===== src/rtl/wb_line_cache.sv =====
// Direct-mapped write-back/write-allocate line cache between a 128-bit wishbone CPU port and memory.
// Optional hit/miss counters are compiled in when CACHE_STATS_EN is defined.
module wb_line_cache #(
    parameter int IDX_W  = 3,
    parameter int ADDR_W = 16
) (
    input  logic              clk,
    input  logic              rst,
    // cpu_to_cache (slave)
    input  logic              cpu_cyc_i,
    input  logic              cpu_stb_i,
    input  logic              cpu_we_i,
    input  logic [15:0]       cpu_sel_i,
    input  logic [ADDR_W-1:0] cpu_adr_i,
    input  logic [127:0]      cpu_dat_i,
    output logic              cpu_ack_o,
    output logic [127:0]      cpu_dat_o,
    // cache_to_mem (master)
    output logic              mem_cyc_o,
    output logic              mem_stb_o,
    output logic              mem_we_o,
    output logic [15:0]       mem_sel_o,
    output logic [ADDR_W-1:0] mem_adr_o,
    output logic [127:0]      mem_dat_o,
    input  logic              mem_ack_i,
    input  logic [127:0]      mem_dat_i,
    output logic [15:0]       hit_count,
    output logic [15:0]       miss_count
);
    localparam int SETS  = 1 << IDX_W;
    localparam int TAG_W = ADDR_W - 4 - IDX_W;

    typedef enum logic [2:0] {IDLE, LOOKUP, WRITEBACK, FILL, RESPOND} state_t;
    state_t state_q, state_d;

    logic [ADDR_W-1:0] req_adr_q;
    logic              req_we_q;
    logic [15:0]       req_sel_q;
    logic [127:0]      req_dat_q;

    logic [127:0]      data_q [SETS];
    logic [TAG_W-1:0]  tag_q  [SETS];
    logic [SETS-1:0]   valid_q, dirty_q;

    logic              mem_cyc_q, mem_cyc_d, mem_we_q, mem_we_d;
    logic [ADDR_W-1:0] mem_adr_q, mem_adr_d;
    logic [127:0]      mem_dat_q, mem_dat_d;

    logic [TAG_W-1:0]  req_tag;
    logic [IDX_W-1:0]  req_idx;
    logic [3:0]        req_off;
    logic [127:0]      merged;
    logic              hit, mem_done, fill_done, wr_hit;

    assign req_tag   = req_adr_q[ADDR_W-1:4+IDX_W];
    assign req_idx   = req_adr_q[4+IDX_W-1:4];
    assign req_off   = req_adr_q[3:0];
    assign hit       = valid_q[req_idx] && (tag_q[req_idx] == req_tag);
    // A mem ACK only counts while our own cycle is on the bus.
    assign mem_done  = mem_ack_i && mem_cyc_q;
    assign fill_done = (state_q == FILL) && mem_done;
    assign wr_hit    = (state_q == LOOKUP) && hit && req_we_q;

    // CPU SEL is active-low: a cleared bit selects the new byte.
    always_comb begin
        merged = data_q[req_idx];
        for (int i = 0; i < 16; i++) begin
            if (!req_sel_q[i]) merged[8*i +: 8] = req_dat_q[8*i +: 8];
        end
    end

    always_comb begin
        state_d = state_q;
        case (state_q)
            IDLE:      if (cpu_cyc_i && cpu_stb_i) state_d = LOOKUP;
            LOOKUP:    if (hit)                    state_d = RESPOND;
                       else if (dirty_q[req_idx])  state_d = WRITEBACK;
                       else                        state_d = FILL;
            WRITEBACK: if (mem_done)               state_d = FILL;
            FILL:      if (mem_done)               state_d = LOOKUP;
            RESPOND:                               state_d = IDLE;
            default:                               state_d = IDLE;
        endcase
    end

    // Bus outputs are registered from the next state; each ACK drops CYC for one cycle.
    always_comb begin
        mem_cyc_d = ((state_d == WRITEBACK) || (state_d == FILL)) && !mem_done;
        mem_we_d  = mem_cyc_d && (state_d == WRITEBACK);
        mem_adr_d = (state_d == WRITEBACK) ? {tag_q[req_idx], req_idx, 4'b0000}
                                           : {req_tag, req_idx, 4'b0000};
        mem_dat_d = data_q[req_idx];
    end

    always_ff @(posedge clk) begin
        if (rst) begin
            state_q   <= IDLE;
            mem_cyc_q <= 1'b0;
            mem_we_q  <= 1'b0;
            mem_adr_q <= '0;
            mem_dat_q <= '0;
            valid_q   <= '0;
            dirty_q   <= '0;
            req_adr_q <= '0;
            req_we_q  <= 1'b0;
            req_sel_q <= '1;
            req_dat_q <= '0;
        end else begin
            state_q   <= state_d;
            mem_cyc_q <= mem_cyc_d;
            mem_we_q  <= mem_we_d;
            mem_adr_q <= mem_adr_d;
            mem_dat_q <= mem_dat_d;
            if (state_q == IDLE && cpu_cyc_i && cpu_stb_i) begin
                req_adr_q <= cpu_adr_i;
                req_we_q  <= cpu_we_i;
                req_sel_q <= cpu_sel_i;
                req_dat_q <= cpu_dat_i;
            end
            if (wr_hit) dirty_q[req_idx] <= 1'b1;
            if (fill_done) begin
                valid_q[req_idx] <= 1'b1;
                dirty_q[req_idx] <= 1'b0;
            end
        end
    end

    // Line and tag storage carry no reset; valid bits guard them.
    always_ff @(posedge clk) begin
        if (wr_hit) data_q[req_idx] <= merged;
        if (fill_done) begin
            data_q[req_idx] <= mem_dat_i;
            tag_q[req_idx]  <= req_tag;
        end
    end

    assign cpu_ack_o = (state_q == RESPOND);
    assign cpu_dat_o = cpu_ack_o ? (data_q[req_idx] >> {req_off, 3'b000}) : '0;

    assign mem_cyc_o = mem_cyc_q;
    assign mem_stb_o = mem_cyc_q;
    assign mem_we_o  = mem_we_q;
    assign mem_sel_o = 16'hFFFF;
    assign mem_adr_o = mem_adr_q;
    assign mem_dat_o = mem_dat_q;

`ifdef CACHE_STATS_EN
    logic [15:0] hit_cnt_q, miss_cnt_q;
    logic        relookup_q;

    // The LOOKUP right after a fill always hits and is not a new access.
    always_ff @(posedge clk) begin
        if (rst) begin
            hit_cnt_q  <= '0;
            miss_cnt_q <= '0;
            relookup_q <= 1'b0;
        end else begin
            relookup_q <= fill_done;
            if (state_q == LOOKUP && !relookup_q) begin
                if (hit) begin
                    if (hit_cnt_q != 16'hFFFF) hit_cnt_q <= hit_cnt_q + 16'd1;
                end else begin
                    if (miss_cnt_q != 16'hFFFF) miss_cnt_q <= miss_cnt_q + 16'd1;
                end
            end
        end
    end

    assign hit_count  = hit_cnt_q;
    assign miss_count = miss_cnt_q;
`else
    assign hit_count  = 16'h0000;
    assign miss_count = 16'h0000;
`endif

endmodule

===== config.mk =====
export PLATFORM = sky130hd
export DESIGN_NAME = wb_line_cache
export DESIGN_NICKNAME = d
export VERILOG_FILES = /design/src/rtl/wb_line_cache.sv
export SDC_FILE = /design/constraint.sdc
export NUM_CORES = 2
export LEC_CHECK = 0
export BUFFER_PORTS_ARGS = -buffer_cell sky130_fd_sc_hd__buf_2
export CAP_MARGIN = 20
export CORE_ASPECT_RATIO = 1.4
export CORE_MARGIN = 2
export CORE_UTILIZATION = 42
export CTS_BUF_LIST = sky130_fd_sc_hd__clkbuf_8
export CTS_CLUSTER_DIAMETER = 100
export CTS_CLUSTER_SIZE = 16
export DETAILED_ROUTE_END_ITERATION = 10
export HOLD_SLACK_MARGIN = 0.1
export PLACE_DENSITY = 0.66
export RECOVER_POWER = 50
export SLEW_MARGIN = 10
export SYNTH_ARGS = -nofsm -noshare
export SYNTH_HDL_FRONTEND = slang
export SYNTH_SLANG_ARGS = --single-unit

===== constraint.sdc =====
create_clock -name clk -period 24.8 [get_ports clk]
set_input_delay 2.48 -clock clk [delete_from_list [all_inputs] [get_ports clk]]
set_output_delay 2.48 -clock clk [all_outputs]
set_load 0.05 [all_outputs]

# Word level (Yosys, flattened, before mapping)
# Memory sizes are Yosys's and may differ from the RTL's. A register that Yosys moved wholly into a read port is not among the register bits.
# Index checks and enable logic that the tools add are counted.
# Widths: inputs -> output; s select.
[word_totals]
word_cells = 84
register_bits = 326
mem_count = 2
inputBits = 294
ramBits = 1096
[op_classes]
n_lt_le_gt_ge = 2
muxes = 42
shift = 1
reduce_logical = 14
n_bitwise = 5
eq_ne = 7
[memory_table]
columns = ["memory", "words", "word_bits", "rd", "rd_clocked_by_memory_dff", "write_ports", "line_no", "source"]
rows = [
  ["data_q", 8, 128, 1, 1, 1, "41", "logic [127:0] data_q [SETS];"],
  ["tag_q", 8, 9, 1, 1, 1, "42", "logic [TAG_W-1:0] tag_q [SETS];"],
]
[op_table]
columns = ["operator", "count"]
rows = [
  ["$mux 128", 2],
  ["$mux 8", 19],
  ["$shr 128x7->128", 1],
  ["$mux 3", 8],
  ["$mux 16", 1],
  ["$or 8x8->8", 2],
  ["$eq 3x2->1 const B", 4],
  ["$pmux 3 s4", 1],
  ["$logic_and 1x1->1", 11],
  ["$eq 9x9->1", 1],
  ["$and 8x8->8", 1],
  ["$mux 1", 8],
  ["$not 8->8", 1],
  ["$bmux 1 s3", 2],
  ["$lt 3x4->1 const B", 1],
  ["$demux 1 s3", 1],
  ["$eq 3x1->1 const B", 1],
  ["$eq 3x3->1 const B", 1],
  ["$ge 3x1->1 const B", 1],
  ["$logic_not 3->1", 1],
  ["$logic_not 1->1", 1],
  ["$logic_or 1x1->1", 1],
  ["$or 1x1->1", 1],
]

# Longest topological paths before layout
[depth]
ltp_word = 9
ltp_mapped = 11
mapped_depth_nobuf = 7

# Least setup slack after synthesis
# OpenSTA, ideal clock, no wires.
[synth_timing]
kind = "input -> register"
start = "in mem_ack_i"
end = "mem data_q[6][0], enable pin"
t_arrival_ps = 11836
setup_slack_ps = 12192
setup_time_ps = 771
path_stages = 5
cell_sequence = "and2_1 clkbuf_1 nand2_1 o31a_1 nor3_1"
[synth_between]
elab_chain_len = 5
[synth_lines]
columns = ["element", "line_no", "source"]
rows = [
  ["start, declared", "25", "input logic mem_ack_i,"],
  ["$logic_and 1x1->1", "60", "assign mem_done = mem_ack_i && mem_cyc_q;"],
  ["$logic_and 1x1->1", "61", "assign fill_done = (state_q == FILL) && mem_done;"],
  ["$mux 1", "131", "if (fill_done) begin"],
  ["$mux 1 (implied by the code)", "132", "data_q[req_idx] <= mem_dat_i;"],
  ["$or 1x1->1 (no source line)", "-", ""],
  ["end, declared", "41", ""],
]
# No other way between the ends.

==> results.toml <==
[final_layout]
nNetsFinal = 4836
final_common_cell = "edfxtp_1"
design_area_mm2 = 0.0656
drive_above_1_share_pct = 23.6
final_cell_mix = "1096 x edfxtp_1, 628 x nand2_1, 420 x buf_2, 319 x mux4_2, 319 x dfxtp_1"
final_core_util_pct = 47.0
regArea_mm2 = 0.0394
multi_input_area_mm2 = 0.0184
synthToLayoutAreaGrowth_pct = 10.9
fill_cells = 12377
instances_no_fill = 6435

[clocking]
cts_buffer_depth = 3
numCtsBuffers = 98
cts_sinks = 1421
cts_root_buf = "clkbuf_8"
cts-htree-levels = 3
cts_tree = "built"
cts_resized = 0
post_cts_buffers = 0
cts_hold_buf = 0
clk_pin_slew_worst_paths_ps = 110
clk_latency_ps = 930

[routing]
first_pass_iters = 6
routed_wl_mm = 192
drtIter0Drc = 4452
drc = 0
via_count = 37419
detail_route.wl_per_cell_um = 29.9
viasPerCell = 5.81
ant_nets = 0

[pwr]
power_mw = 4.45
peakVddDrop_v = 0.0000470
power.density_mw_per_mm2 = 67.9
p_leak_nw = 21.7

[critical_path]
reg2regPathDepth = 7
path_delay_family = "buffers and inverters"
crit_path_end_kind = "primary output"
critPathKind = "reg2out"
cp.depth = 9
crit_arrival_ps = 9950
cp_max_fo = 39
cpPeakStageDelay_ps = 2490
timing.critical_path.buf_inv = 3
crit_required_ps = 22320
cp_slowest_cell = "clkbuf_1"
start_kind = "flip-flop"
cp_cell_sequence = "clkbuf_1, clkbuf_1, mux4_2, mux2i_1, mux2_2, mux4_2, mux2_2, nor2_1, buf_2"

[worst_hold_path]
worstHoldPathCells = 2
min_path_type = "reg2reg"

[run_status]
status = "finished with violations"
violations = "max-capacitance violations, max-slew violations"

[timing]
fin_crit_sh_pct = 50.1
tightest_slew_ps = 6990
timing.hold.ws_ps = 458
hold_viol = 0
finalClockSkew_ps = 104
min_period_ps = 12430
fmax_ghz = 0.0804
drv_slew = 525
fin_ws_ps = 12370
setup_viol = 0
rsz0062_at_grt = "no"
max_slew_margin_pct = -366
setup-tns-final_ps = 0

[placed_design]
dp_worst_setup_slack_ps = 17300
portBuffers = 565
gp_congestion = 0.965
dpl-instance-area_mm2 = 0.0642
hpwlAfterDp_mm = 131
dp.cells = 6230

[logic_synthesis]
synth_area_mm2 = 0.0591
ys_warn_count = 0
synthDistinctLibCells = 53
avgSynthCellArea_um2 = 14.7
synth_flop_cell = "edfxtp_1"
seq_area_frac_synth_pct = 66.6
ys_ff_latch = 1421
muxShareOfSynthArea_pct = 18.2
syn_inst = 4017
synth-compound-area-share_pct = 5.16
synth_edf_count = 1096
synth-simple-area-share_pct = 7.15
synth_top_family_by_area = "multiplexers"
synthArstFlopShare_pct = 0
synthAdderAreaFrac_pct = 0
synth_xor_area_share_pct = 0.0888

[global_route]
grt_antenna_before_repair = 24
grt-ovfl-total = 0
grt_max_degree = 162
grt_pass1_vias = 36189
grt_usage_pct = 26.3
grt_pass1_wl_mm = 268

[floorplanning]
ios = 618
die_x_um = 321
core_area_mm2 = 0.139
dieHeight_um = 448
rows = 162
die-area_mm2 = 0.144
start_util_pct = 42.4

[job]
cap_violations = 12
logic make-up (layout without fill, tap and decap cells):
family,count (synthesis),in the layout
DFF,1421,1421
and+or+nand+nor,1033,1033
muxes,661,661
AOI/OAI and AO/OA,548,548
buffers and inverters,346,907
xor gates and xnor gates,6,6
other,2,55
final timing paths:
kind,start,endpoint,slack (ps)
worst max-delay path,flip-flop,cpu_dat_o[16],12370
worst min-delay path,req_dat_q[74]$_SDFFE_PP0P_,req_dat_q[74]$_SDFFE_PP0P_,460
worst max register to register,flip-flop,data_q[6][31]$_DFFE_PP_,16070
worst min register to register,req_dat_q[74]$_SDFFE_PP0P_,req_dat_q[74]$_SDFFE_PP0P_,460
Yosys cell counts, drive strengths merged, types with 3 or more instances:
| master | number | share of area, % |
|---|---|---|
| and2 | 18 | 0.19 |
| o32ai | 8 | 0.12 |
| nand2b | 14 | 0.15 |
| a2bb2oi | 8 | 0.12 |
| nor2b | 23 | 0.24 |
| a211o | 8 | 0.12 |
| or3b | 8 | 0.12 |
| o21ai | 290 | 2.5 |
| mux4 | 319 | 12 |
| nand3 | 3 | 0.025 |
| buf | 165 | 1.6 |
| edfxtp | 1096 | 56 |
| o32a | 8 | 0.14 |
| a21oi | 171 | 1.4 |
| clkbuf | 178 | 1.1 |
| mux2i | 217 | 3.7 |
| o22a | 16 | 0.24 |
| o22ai | 21 | 0.22 |
| nand2 | 628 | 4.0 |
| xnor2 | 6 | 0.089 |
| inv | 3 | 0.019 |
| or3 | 3 | 0.032 |
| dfxtp | 325 | 11 |
| o31ai | 8 | 0.17 |
| o21a | 3 | 0.038 |
| nor2 | 290 | 1.8 |
| nor3 | 16 | 0.19 |
| mux2 | 125 | 2.4 |
| or2 | 4 | 0.042 |
| nand3b | 17 | 0.22 |
registers in the layout, indices dropped and copies added (netlist names), named ones only:
| signal | count |
|---|---|
| req_adr_q | 16 |
| req_sel_q | 16 |
| valid_q | 8 |
| dirty_q | 8 |
| mem_dat_o | 128 |
| req_dat_q | 128 |
| mem_adr_o | 12 |
| mem_cyc_o | 1 |
| data_q | 1024 |
| tag_q | 72 |
| state_q | 3 |
| mem_we_o | 1 |
| req_we_q | 1 |
report_power, final:
group	switching, mW	internal [mW]
clock network	0.767	0.381
registers	0.0395	2.64
logic	0.435	0.187
total	1.24	3.21
final cells by class:
type,instances,area share [%]
flip-flops and latches,1421,60.2
multi-input cells,2300,28.0
repair buffers,718,5.66
well taps,1804,3.44
clock buffers,98,2.06
clock inverters,88,0.626
inverters,3,0.0172
diodes,3,0.0115
per-layer routing:
layer | vias to the layer above | wire, µm | GRT usage, %
met5 | - | 49 | 0
met4 | 8 | 9950 | 11.9
met3 | 342 | 16300 | 4.74
met2 | 1987 | 92400 | 43.1
met1 | 19102 | 73600 | 34.2
li1 | 15980 | - | -
tightest hold or removal path: cells and delay by family, from the launching register on:
family	cells	cell delay, ps
AO/OA/AOI/OAI	1	50
flip-flops	1	320
AND/OR/NAND/NOR	1	50
(Power assumes the default switching activity.)
